## src/rtl/prv_trap_ctrl.sv

```systemverilog
// rtl/prv_trap_ctrl.sv - trap sequencer: irq latching, exception/irq/mret arbitration, CSR update and PC redirect (optional PRV_TRAP_VECTORED_EN)
module prv_trap_ctrl #(
  parameter int                 NUM_IRQ   = 4,
  parameter int                 XLEN      = 32,
  parameter logic [NUM_IRQ-1:0] EDGE_MASK = '0
) (
  input  logic               CLK,
  input  logic               nRST,
  input  logic [NUM_IRQ-1:0] irq_in,
  input  logic [NUM_IRQ-1:0] irq_en,
  input  logic               global_ie,
  input  logic [NUM_IRQ-1:0] irq_clr,
  input  logic               exc_valid,
  input  logic [3:0]         exc_cause,
  input  logic [XLEN-1:0]    exc_pc,
  input  logic [XLEN-1:0]    exc_badaddr,
  input  logic               ret,
  input  logic [XLEN-1:0]    curr_pc,
  input  logic [XLEN-1:0]    xtvec,
  input  logic [XLEN-1:0]    xepc,
  input  logic               pipe_ready,
  output logic [NUM_IRQ-1:0] irq_pending,
  output logic               csr_rup,
  output logic [31:0]        mcause_next,
  output logic [XLEN-1:0]    mepc_next,
  output logic [XLEN-1:0]    mbadaddr_next,
  output logic               mie_clr,
  output logic               mie_restore,
  output logic               insert_pc,
  output logic [XLEN-1:0]    priv_pc,
  output logic               busy
);

  typedef enum logic [1:0] {S_IDLE, S_TRAP, S_REDIRECT, S_RET} state_t;

  state_t             state, state_nxt;
  logic [NUM_IRQ-1:0] irq_q;
  logic [NUM_IRQ-1:0] edge_pend;
  logic [NUM_IRQ-1:0] irq_rise;
  logic [NUM_IRQ-1:0] irq_req;
  logic               irq_any;
  logic [3:0]         irq_idx;
  logic               take_exc, take_irq, take_ret;
  logic               ret_first;
  logic [XLEN-1:0]    trap_target;

  // Pending view: level channels follow the synced line, edge channels use the sticky bit
  always_comb begin
    irq_rise    = irq_in & ~irq_q;
    irq_pending = (irq_q & ~EDGE_MASK) | (edge_pend & EDGE_MASK);
    irq_req     = irq_pending & irq_en & {NUM_IRQ{global_ie}};
    irq_any     = |irq_req;
  end

  // Lowest-index requesting channel wins (scan downward so the last hit is the lowest)
  always_comb begin
    irq_idx = '0;
    for (int i = NUM_IRQ - 1; i >= 0; i--) begin
      if (irq_req[i]) irq_idx = 4'(i);
    end
  end

  // Event acceptance in IDLE: exception over interrupt over mret
  always_comb begin
    take_exc = (state == S_IDLE) && exc_valid;
    take_irq = (state == S_IDLE) && !exc_valid && irq_any;
    take_ret = (state == S_IDLE) && !exc_valid && !irq_any && ret;
  end

  // Redirect target; vectoring applies only to interrupts when xtvec[0] is set
  always_comb begin
    trap_target = {xtvec[XLEN-1:2], 2'b00};
`ifdef PRV_TRAP_VECTORED_EN
    if (xtvec[0] && mcause_next[31])
      trap_target = {xtvec[XLEN-1:2], 2'b00} + XLEN'({mcause_next[30:0], 2'b00});
`endif
  end

  // Input sync and edge-channel pending bits; a new rising edge beats a clear
  always_ff @(posedge CLK or negedge nRST) begin
    if (!nRST) begin
      irq_q     <= '0;
      edge_pend <= '0;
    end else begin
      irq_q     <= irq_in;
      edge_pend <= ((edge_pend & ~irq_clr) | irq_rise) & EDGE_MASK;
    end
  end

  // State register
  always_ff @(posedge CLK or negedge nRST) begin
    if (!nRST) state <= S_IDLE;
    else       state <= state_nxt;
  end

  // Next-state logic; exc_valid and ret are ignored outside IDLE
  always_comb begin
    state_nxt = state;
    case (state)
      S_IDLE: begin
        if (take_exc || take_irq) state_nxt = S_TRAP;
        else if (take_ret)        state_nxt = S_RET;
      end
      S_TRAP:               state_nxt = S_REDIRECT;
      S_REDIRECT, S_RET: if (pipe_ready) state_nxt = S_IDLE;
      default:              state_nxt = S_IDLE;
    endcase
  end

  // Trap record and redirect target; record holds until the next accepted trap
  always_ff @(posedge CLK or negedge nRST) begin
    if (!nRST) begin
      mcause_next   <= '0;
      mepc_next     <= '0;
      mbadaddr_next <= '0;
      priv_pc       <= '0;
      ret_first     <= 1'b0;
    end else begin
      ret_first <= take_ret;
      if (take_exc) begin
        mcause_next   <= {28'b0, exc_cause};
        mepc_next     <= exc_pc;
        mbadaddr_next <= exc_badaddr;
      end else if (take_irq) begin
        mcause_next   <= {1'b1, 26'b0, 1'b1, irq_idx};
        mepc_next     <= curr_pc;
        mbadaddr_next <= '0;
      end
      if (take_ret)
        priv_pc <= xepc;
      else if (state == S_TRAP)
        priv_pc <= trap_target;
    end
  end

  // Outputs decoded from state; mie_restore only in the first RET cycle
  always_comb begin
    csr_rup     = (state == S_TRAP);
    mie_clr     = (state == S_TRAP);
    insert_pc   = (state == S_REDIRECT) || (state == S_RET);
    busy        = (state != S_IDLE);
    mie_restore = (state == S_RET) && ret_first;
  end

endmodule

```

## config.mk

```make
export PLATFORM = sky130hd
export DESIGN_NAME = prv_trap_ctrl
export DESIGN_NICKNAME = d
export VERILOG_FILES = /design/src/rtl/prv_trap_ctrl.sv
export SDC_FILE = /design/constraint.sdc
export NUM_CORES = 1
export LEC_CHECK = 0
export CAP_MARGIN = 10
export CORE_AREA = 2 2 125 127
export CTS_CLUSTER_DIAMETER = 100
export DETAILED_ROUTE_END_ITERATION = 16
export DIE_AREA = 0 0 127 129
export GPL_ROUTABILITY_DRIVEN = 1
export GPL_TIMING_DRIVEN = 0
export HOLD_SLACK_MARGIN = 0.03
export PLACE_DENSITY_LB_ADDON = 0.15
export SYNTH_ARGS = -nofsm -noshare
export SYNTH_HDL_FRONTEND = slang
export SYNTH_SLANG_ARGS = --single-unit
```

## constraint.sdc

```tcl
create_clock -name CLK -period 5.1 [get_ports CLK]
set_clock_uncertainty 0.2 [all_clocks]
set_input_delay 0.765 -clock CLK [delete_from_list [all_inputs] [get_ports CLK]]
set_output_delay 0.765 -clock CLK [all_outputs]
set_load 0.1 [all_outputs]
```

Yosys cells after proc, flatten, opt, wreduce, memory -nomap -nowiden

Cells that the tools add are included.

Input bits: 182
Bits in registers: 135
Logic and storage cells: 47
Output and inout port bits: 137

Equality and inequality tests: 5
Multiplexer cells: 16
Bitwise gates (word level): 2
Reductions and logical operators: 17

Operators with widths:

| cell                                           | count |
|---|---|
| two-way mux 32 bit                             | 8 |
| two-way mux 4 bit                              | 3 |
| AND 4 bit                                      | 2 |
| two-way mux 2 bit                              | 4 |
| logical AND 1 bit                              | 6 |
| case mux 2 bit (3 select lines)                | 1 |
| nonzero test 2 bit                             | 3 |
| == test 2 bit (second input constant)          | 2 |
| OR reduction 4 bit                             | 1 |
| != test 3 x 2 -> 1 bit (second input constant) | 1 |
| == test 2 x 1 -> 1 bit (second input constant) | 1 |
| zero test 1 bit                                | 2 |
| zero test 2 bit                                | 1 |
| logical OR 1 bit                               | 2 |
| != test 2 bit (second input constant)          | 1 |
| AND reduction 2 bit                            | 1 |
| OR reduction 2 bit                             | 1 |

Longest topological paths before layout

Gate-level depths: netlist of the first run.

Word-level depth: 9
Depth in mapped cells: 7
Mapped depth without buffers: 5

Least setup slack after synthesis of the first run

OpenSTA, ideal clock, no wires.

Path kind: reg-to-output
Start: reg state[1]
End: out mie_clr
Data arrival time: 2.032 ns
Slack: 2.103 ns
Path buffers: 3
Stages on the path, launching flop included: 6
Data required time: 4.135 ns
Cells stage by stage: dfrtp_1 > or2b_1 > buf_2 > buf_2 > inv_1 > buf_4

Longest elaborated chain between the ends: 1

RTL lines:

| item                   | line | text |
|---|---|---|
| start, declared        | 36   | `state_t state, state_nxt;` |
| start signal, assigned | 93   | `else state <= state_nxt;` |
| == test 2 x 1 -> 1 bit | n/a  |  |
| end, declared          | 27   | `output logic mie_clr,` |

Every way passes these cells.

Worst setup path in the final report of the first run

Start: reg state[1]
End: out mie_clr

Longest elaborated chain between the ends: 1

RTL lines:

| item                   | line | text |
|---|---|---|
| == test 2 x 1 -> 1 bit | 139  | `mie_clr = (state == S_TRAP);` |

Every way passes these cells.

==> results of run 1 <==
-- metal layers --
layer  part of all wire  global-route usage  wire (um)  vias to the layer above
li1                   -                   -          -                     2143
met1               0.40               0.235       6460                     2131
met2               0.50               0.327       8030                      190
met3              0.085              0.0669       1360                       17
met4              0.017              0.0646        269                        0
met5                  0                   0          0                        -
-- kinds of logic (layout without fill, tap and decap cells) --
| logic type | count (synthesis) | after routing |
|---|---|---|
| AOI/OAI and AO/OA | 106 | 106 |
| buffers and inverters | 72 | 374 |
| DFF | 108 | 108 |
| muxes | 64 | 64 |
| other | 1 | 26 |
| and+or+nand+nor | 83 | 83 |
-- per-stage QoR --
step	TNS, ps	hold slack [ps]	utilization	instances	setup slack, ps
finish	0	266	0.566	949	1390
global route	0	322	0.566	949	1280
CTS	0	280	0.566	949	1340
detailed placement	0	284	0.544	933	1740
global placement	-124260	285	0.542	932	-1160
floorplan	0	269	-	459	2100
-- worst register-to-register path, cell delays in order, from the launching register on --
cell	delay (ps)
dfrtp_1	450
nor2_4	180
inv_1	120
a2111oi_2	260
buf_6	230
buf_12	160
mux2i_1	200
o21ai_1	80
-- how the worst max path moves through the flow --
stage,start,cells after the start,to
after detailed placement,state[1],6,mie_clr
after global placement,nRST,1,mbadaddr_next[3]
final,state[1],6,mie_clr
after floorplan,state[1],5,mie_clr
after CTS,state[1],6,mie_clr
after global routing,state[1],6,mie_clr
-- sequential cells by signal (all words and copies together), names as in the netlist --
register / count
mcause_next: 5
irq_pending: 4
mepc_next: 32
priv_pc: 32
state: 2
mbadaddr_next: 32
ret_first: 1
-- cells in the final DEF, fill, tap and decap left out, types with 2 or more instances in the layout --
master | netlist | routed
clkdlybuf4s50_1 | 0 | 284
dfrtp_1 | 108 | 108
mux2i_1 | 64 | 64
nand2_1 | 44 | 44
a22o_1 | 35 | 35
buf_4 | 29 | 30
nor4_1 | 30 | 30
a21oi_1 | 30 | 30
o21ai_1 | 27 | 27
conb_1 | 1 | 26
clkbuf_1 | 17 | 17
buf_2 | 9 | 9
clkbuf_16 | 0 | 9
inv_1 | 7 | 7
o21ai_0 | 5 | 5
buf_6 | 4 | 4
buf_12 | 3 | 3
buf_1 | 3 | 3
nor2_1 | 2 | 2
bufinv_16 | 0 | 2
inv_6 | 0 | 2
clkinv_4 | 0 | 2
-- layout make-up --
type / count / share of cell area
timing repair buffer: 286 / 0.339
buffer: 65 / 0.0522
multi-input combinational: 279 / 0.220
sequential: 108 / 0.319
inverter: 7 / 0.00310
clock inverter: 7 / 0.0125
tap: 188 / 0.0277
clock buffer: 9 / 0.0266
==> flow_metrics.env, run 1 <==
export IMPL_worstPathRequired_ps=4140
export IMPL_drt_pass1_iterations=4
export IMPL_multiInputGateArea_um2=1860
export IMPL_drv_slew=0
export IMPL_num_io_pins=319
export IMPL_synth_async_sr_flop_share=1.00
export IMPL_rsz0062_at_grt="no"
export IMPL_netlist_area_leader_share=0.547
export IMPL_dpl_cell_area_um2=8150
export IMPL_area_growth_syn_to_layout_pct=71.6
export IMPL_endpoint_kind="output port"
export IMPL_synth_xor_area_share=0
export IMPL_grt_pass1_vias=4580
export IMPL_synth_mux_area_frac=0.130
export IMPL_crit_family="buffers and inverters"
export IMPL_grt_pass1_wl_um=24800
export IMPL_cts_clk_slew_worst_paths_ps=80
export IMPL_grt_use_total=0.194
export IMPL_dp_hpwl_um=12400
export IMPL_crit_buf_inv=5
export IMPL_tritoncts="built"
export IMPL_clock_sinks=108
export IMPL_post_cts_repair_setup_buffers=0
export IMPL_fin_crit_sh=0.728
export IMPL_slew_headroom=0.302
export IMPL_overflow=0
export IMPL_worst_setup_path_type="reg -> out"
export IMPL_cp_arrival_ps=2750
export IMPL_fp_row_count=45
export IMPL_clock_path_buffers=2
export IMPL_grt_max_degree=56
export IMPL_hold_violations=0
export IMPL_synthTopCellsByArea="dfrtp_1, mux2i_1, a22o_1, buf_4, nor4_1"
export IMPL_min_path_type="in -> async"
export IMPL_synth_compound_area_share=0.145
export IMPL_drc=0
export IMPL_setup_viol=0
export IMPL_synth_top_family_by_area="compound AO/OA/AOI/OAI gates"
export IMPL_synth_area_um2=4940
export IMPL_critPathMaxStageDelay_ps=1120
export IMPL_slowest_stage="clkdlybuf4s50_1"
export IMPL_regArea_um2=2700
export IMPL_synth_ff_type="dfrtp_1"
export IMPL_cp_max_fo=10
export IMPL_clk_insertion_delay_late_ps=350
export IMPL_nets=938
export IMPL_fin_area_um2=8480
export IMPL_die_h_um=129
export IMPL_place_gp_congestion=0.789
export IMPL_drive_above_1_share=0.0907
export IMPL_viasPerCell=4.72
export IMPL_antenna_found_initial=0
export IMPL_place_port_buffers=285
export IMPL_r2r_end="mepc_next[6]"
export IMPL_synth_simple_gate_area_frac=0.0828
export IMPL_cts_buffers=9
export IMPL_synth_edff_count=0
export IMPL_seq_area_frac_synth=0.547
export IMPL_design_core_area_um2=15000
export IMPL_drt_iter0_drc=166
export IMPL_run_status="finished, final reports clean"
export IMPL_syn_avg_cell_area_um2=11.4
export IMPL_num_vias=4481
export IMPL_die_x_um=127
export IMPL_die_area_um2=16400
export IMPL_period_needed_ps=3710
export IMPL_ys_ff_latch=108
export IMPL_yosys_top_cells_count="dfrtp_1, mux2i_1, nand2_1, a22o_1"
export IMPL_ant_nets=0
export IMPL_num_fill_cells=1299
export IMPL_r2r_slack_ps=3080
export IMPL_synth_cell_types=33
export IMPL_syn_inst=434
export IMPL_yosysTopAreaCell="dfrtp_1"
export IMPL_cpMostUsedCell="buf_2"
export IMPL_post_drt_wl_per_cell_um=17.0
export IMPL_worstMarginPinSlew_ps=1040
export IMPL_wl_um=16100
export IMPL_yosysMostFrequentCell="dfrtp_1"
export IMPL_post_cts_resized=0
export IMPL_reg2reg_depth=7
export IMPL_insertedDiodeCount=0
export IMPL_hold_buffers=0
export IMPL_fmax_ghz=0.269
export IMPL_start_util=0.330
export IMPL_htree_levels=3
export IMPL_yosys_warnings=0
export IMPL_synthAdderAreaFrac=0
export IMPL_clockRootBuffer="clkbuf_16"
export IMPL_reg2reg_from="state[1]"
export IMPL_cap_viol_max_count=0
export IMPL_crit_chain="or2b_1 -> buf_2 -> buf_2 -> inv_1 -> buf_4 -> clkdlybuf4s50_1"
export IMPL_cp_start_kind="register"
Power of run 1 is not shown: default switching activity piles up to over one toggle a cycle in this logic, so the estimate is an artifact.
==> run 2: changes to the inputs <==
--- a/config.mk
+++ b/config.mk
@@ -6,10 +6,10 @@
 export NUM_CORES = 1
 export LEC_CHECK = 0
 export CAP_MARGIN = 10
-export CORE_AREA = 2 2 125 127
+export CORE_AREA = 2 2 123 125
 export CTS_CLUSTER_DIAMETER = 100
 export DETAILED_ROUTE_END_ITERATION = 16
-export DIE_AREA = 0 0 127 129
+export DIE_AREA = 0 0 125 127
 export GPL_ROUTABILITY_DRIVEN = 1
 export GPL_TIMING_DRIVEN = 0
 export HOLD_SLACK_MARGIN = 0.03
==> constraint.sdc (replaced) <==
create_clock -name CLK -period 3.5 [get_ports CLK]
set_clock_uncertainty 0.2 [all_clocks]
set_input_delay 0.525 -clock CLK [delete_from_list [all_inputs] [get_ports CLK]]
set_output_delay 0.525 -clock CLK [all_outputs]
set_load 0.1 [all_outputs]
==> run 2 against run 1 <==
First-iteration DRC count is 3.0% lower. Critical path type unchanged. Non-clock buffer count is 1 higher. Global-route usage is 0.63 points higher. Worst hold slack better by 34 ps. Worst setup slack worse by 1100 ps. Die area is 3.1% lower. Flip-flop and latch count stayed put. Utilization is 2.2 points higher. Register-to-register slack worse by 1600 ps.
==> flow_metrics.env, run 2 (synthesis results as in run 1) <==
export IMPL_run_status="finished, final reports clean"
export IMPL_design_core_area_um2=14400
export IMPL_nets=939
export IMPL_layout_common_cells="clkdlybuf4s50_1, dfrtp_1, mux2i_1"
export IMPL_htree_levels=3
export IMPL_crit_family="buffers and inverters"
export IMPL_min_path_type="reg -> reg"
export IMPL_cp_start_kind="register"
export IMPL_final_common_cell="clkdlybuf4s50_1"
export IMPL_dp_hpwl_um=12500
export IMPL_drc=0
export IMPL_worstMarginPinSlew_ps=1040
export IMPL_fin_cells=946
export IMPL_num_vias=4503
export IMPL_insertedDiodeCount=0
export IMPL_viasPerCell=4.76
export IMPL_wl_um=16100
export IMPL_slew_headroom=0.307
export IMPL_clock_sinks=108
export IMPL_num_io_pins=319
export IMPL_whs_path_depth=1
export IMPL_die_x_um=125
export IMPL_wl_met3_um=1380
export IMPL_die_area_um2=15900
export IMPL_cp_depth=6
export IMPL_reg_top3="mbadaddr_next (32), mepc_next (32), priv_pc (32)"
export IMPL_hold_violations=0
export IMPL_ant_nets=0
export IMPL_tns_ps=0
export IMPL_wl_met1_um=6270
export IMPL_placed_cells=929
export IMPL_drt_pass1_iterations=4
export IMPL_place_gp_congestion=0.803
export IMPL_cts_clk_slew_worst_paths_ps=80
export IMPL_worstPathRequired_ps=2770
export IMPL_dr_wl_met2_um=8090
export IMPL_post_drt_wl_per_cell_um=17.0
export IMPL_grt_use_total=0.201
export IMPL_crit_chain="or2b_1 -> buf_2 -> buf_2 -> inv_1 -> buf_4 -> dlygate4sd2_1"
export IMPL_slowest_stage="dlygate4sd2_1"
export IMPL_start_util=0.343
export IMPL_critPathMaxStageDelay_ps=840
export IMPL_cts_buffers=9
export IMPL_endpoint_kind="output port"
export IMPL_drt_iter0_drc=161
export IMPL_period_needed_ps=3190
export IMPL_clockRootBuffer="clkbuf_16"
export IMPL_die_h_um=127
export IMPL_overflow=0
export IMPL_grt_pass1_vias=4784
export IMPL_drv_slew=0
export IMPL_top_layer="met4"
export IMPL_fmax_ghz=0.314
export IMPL_grt_max_degree=68
export IMPL_worst_setup_path_type="reg -> out"
export IMPL_clk_insertion_delay_late_ps=350
export IMPL_grt_pass1_wl_um=25200
export IMPL_cap_viol_max_count=0
export IMPL_fin_crit_sh=0.911
export IMPL_drive_above_1_share=0.0892
export IMPL_setup_viol=0
export IMPL_rsz0062_at_grt="no"
export IMPL_antenna_found_initial=0
export IMPL_reg2reg_depth=7
export IMPL_clock_path_buffers=2
export IMPL_cp_max_fo=10
export IMPL_tritoncts="built"
export IMPL_crit_buf_inv=5
export IMPL_timing_hold_ws_ps=301
export IMPL_area_growth_syn_to_layout_pct=71.6
export IMPL_cp_arrival_ps=2460
export IMPL_num_fill_cells=1240
export IMPL_place_port_buffers=285
export IMPL_fp_row_count=44
export IMPL_cpMostUsedCell="buf_2"
run 2: metal layers:
metal | track usage | vias to the layer above
met3 | 0.0829 | 23
li1 | - | 2143
met4 | 0.0595 | 0
met1 | 0.230 | 2143
met5 | 0 | -
met2 | 0.345 | 194
run 2: area by class of cell:
cell class	count	area [um2]	share of cell area
plain buffers	65	443	0.0522
clock buffers	11	243	0.0286
clock inverters	5	82.6	0.00974
inverters	7	26.3	0.00310
multi-input cells	279	1860	0.220
flip-flops and latches	108	2700	0.319
well taps	184	230	0.0271
repair buffers	287	2890	0.341
run 2: stage by stage:
stage / area, um2 / utilization / setup slack, ps
6_report: 8480 / 0.588 / 311
5_1_grt: 8480 / 0.588 / 192
4_1_cts: 8480 / 0.588 / 74.2
3_5_place_dp: 8140 / 0.565 / 391
3_3_place_gp: 8120 / 0.563 / -2510
2_1_floorplan: 5040 / - / 743
run 2: worst register-to-register path, cell delays in order, from the launching register on:
cell and delay (ps):
dfrtp_1 450, nor2_4 170, inv_1 100, a2111oi_2 250, buf_6 230, buf_12 160, mux2i_1 210, o21ai_1 80
run 2: what timing repair did:
action | in CTS | in global routing
hold endpoints to repair | 41 | 0
resized for setup | 1 | 1
buffers inserted | 0 | 0
hold buffers | 1 | 0
setup endpoints to repair | 1 | 1
run 2: path summary, 6_finish.rpt:
kind / slack [ps] / startpoint / to
max reg2reg: 1500 / state[1] / mepc_next[6]
min reg2reg: 300 / mbadaddr_next[21] / mbadaddr_next[21]
max in group asynchronous: 1860 / nRST / mepc_next[22]
max: 310 / state[1] / mie_clr
min in group asynchronous: 510 / nRST / priv_pc[25]
min: 300 / mbadaddr_next[21] / mbadaddr_next[21]
Power of run 2 is left out for the same reason.
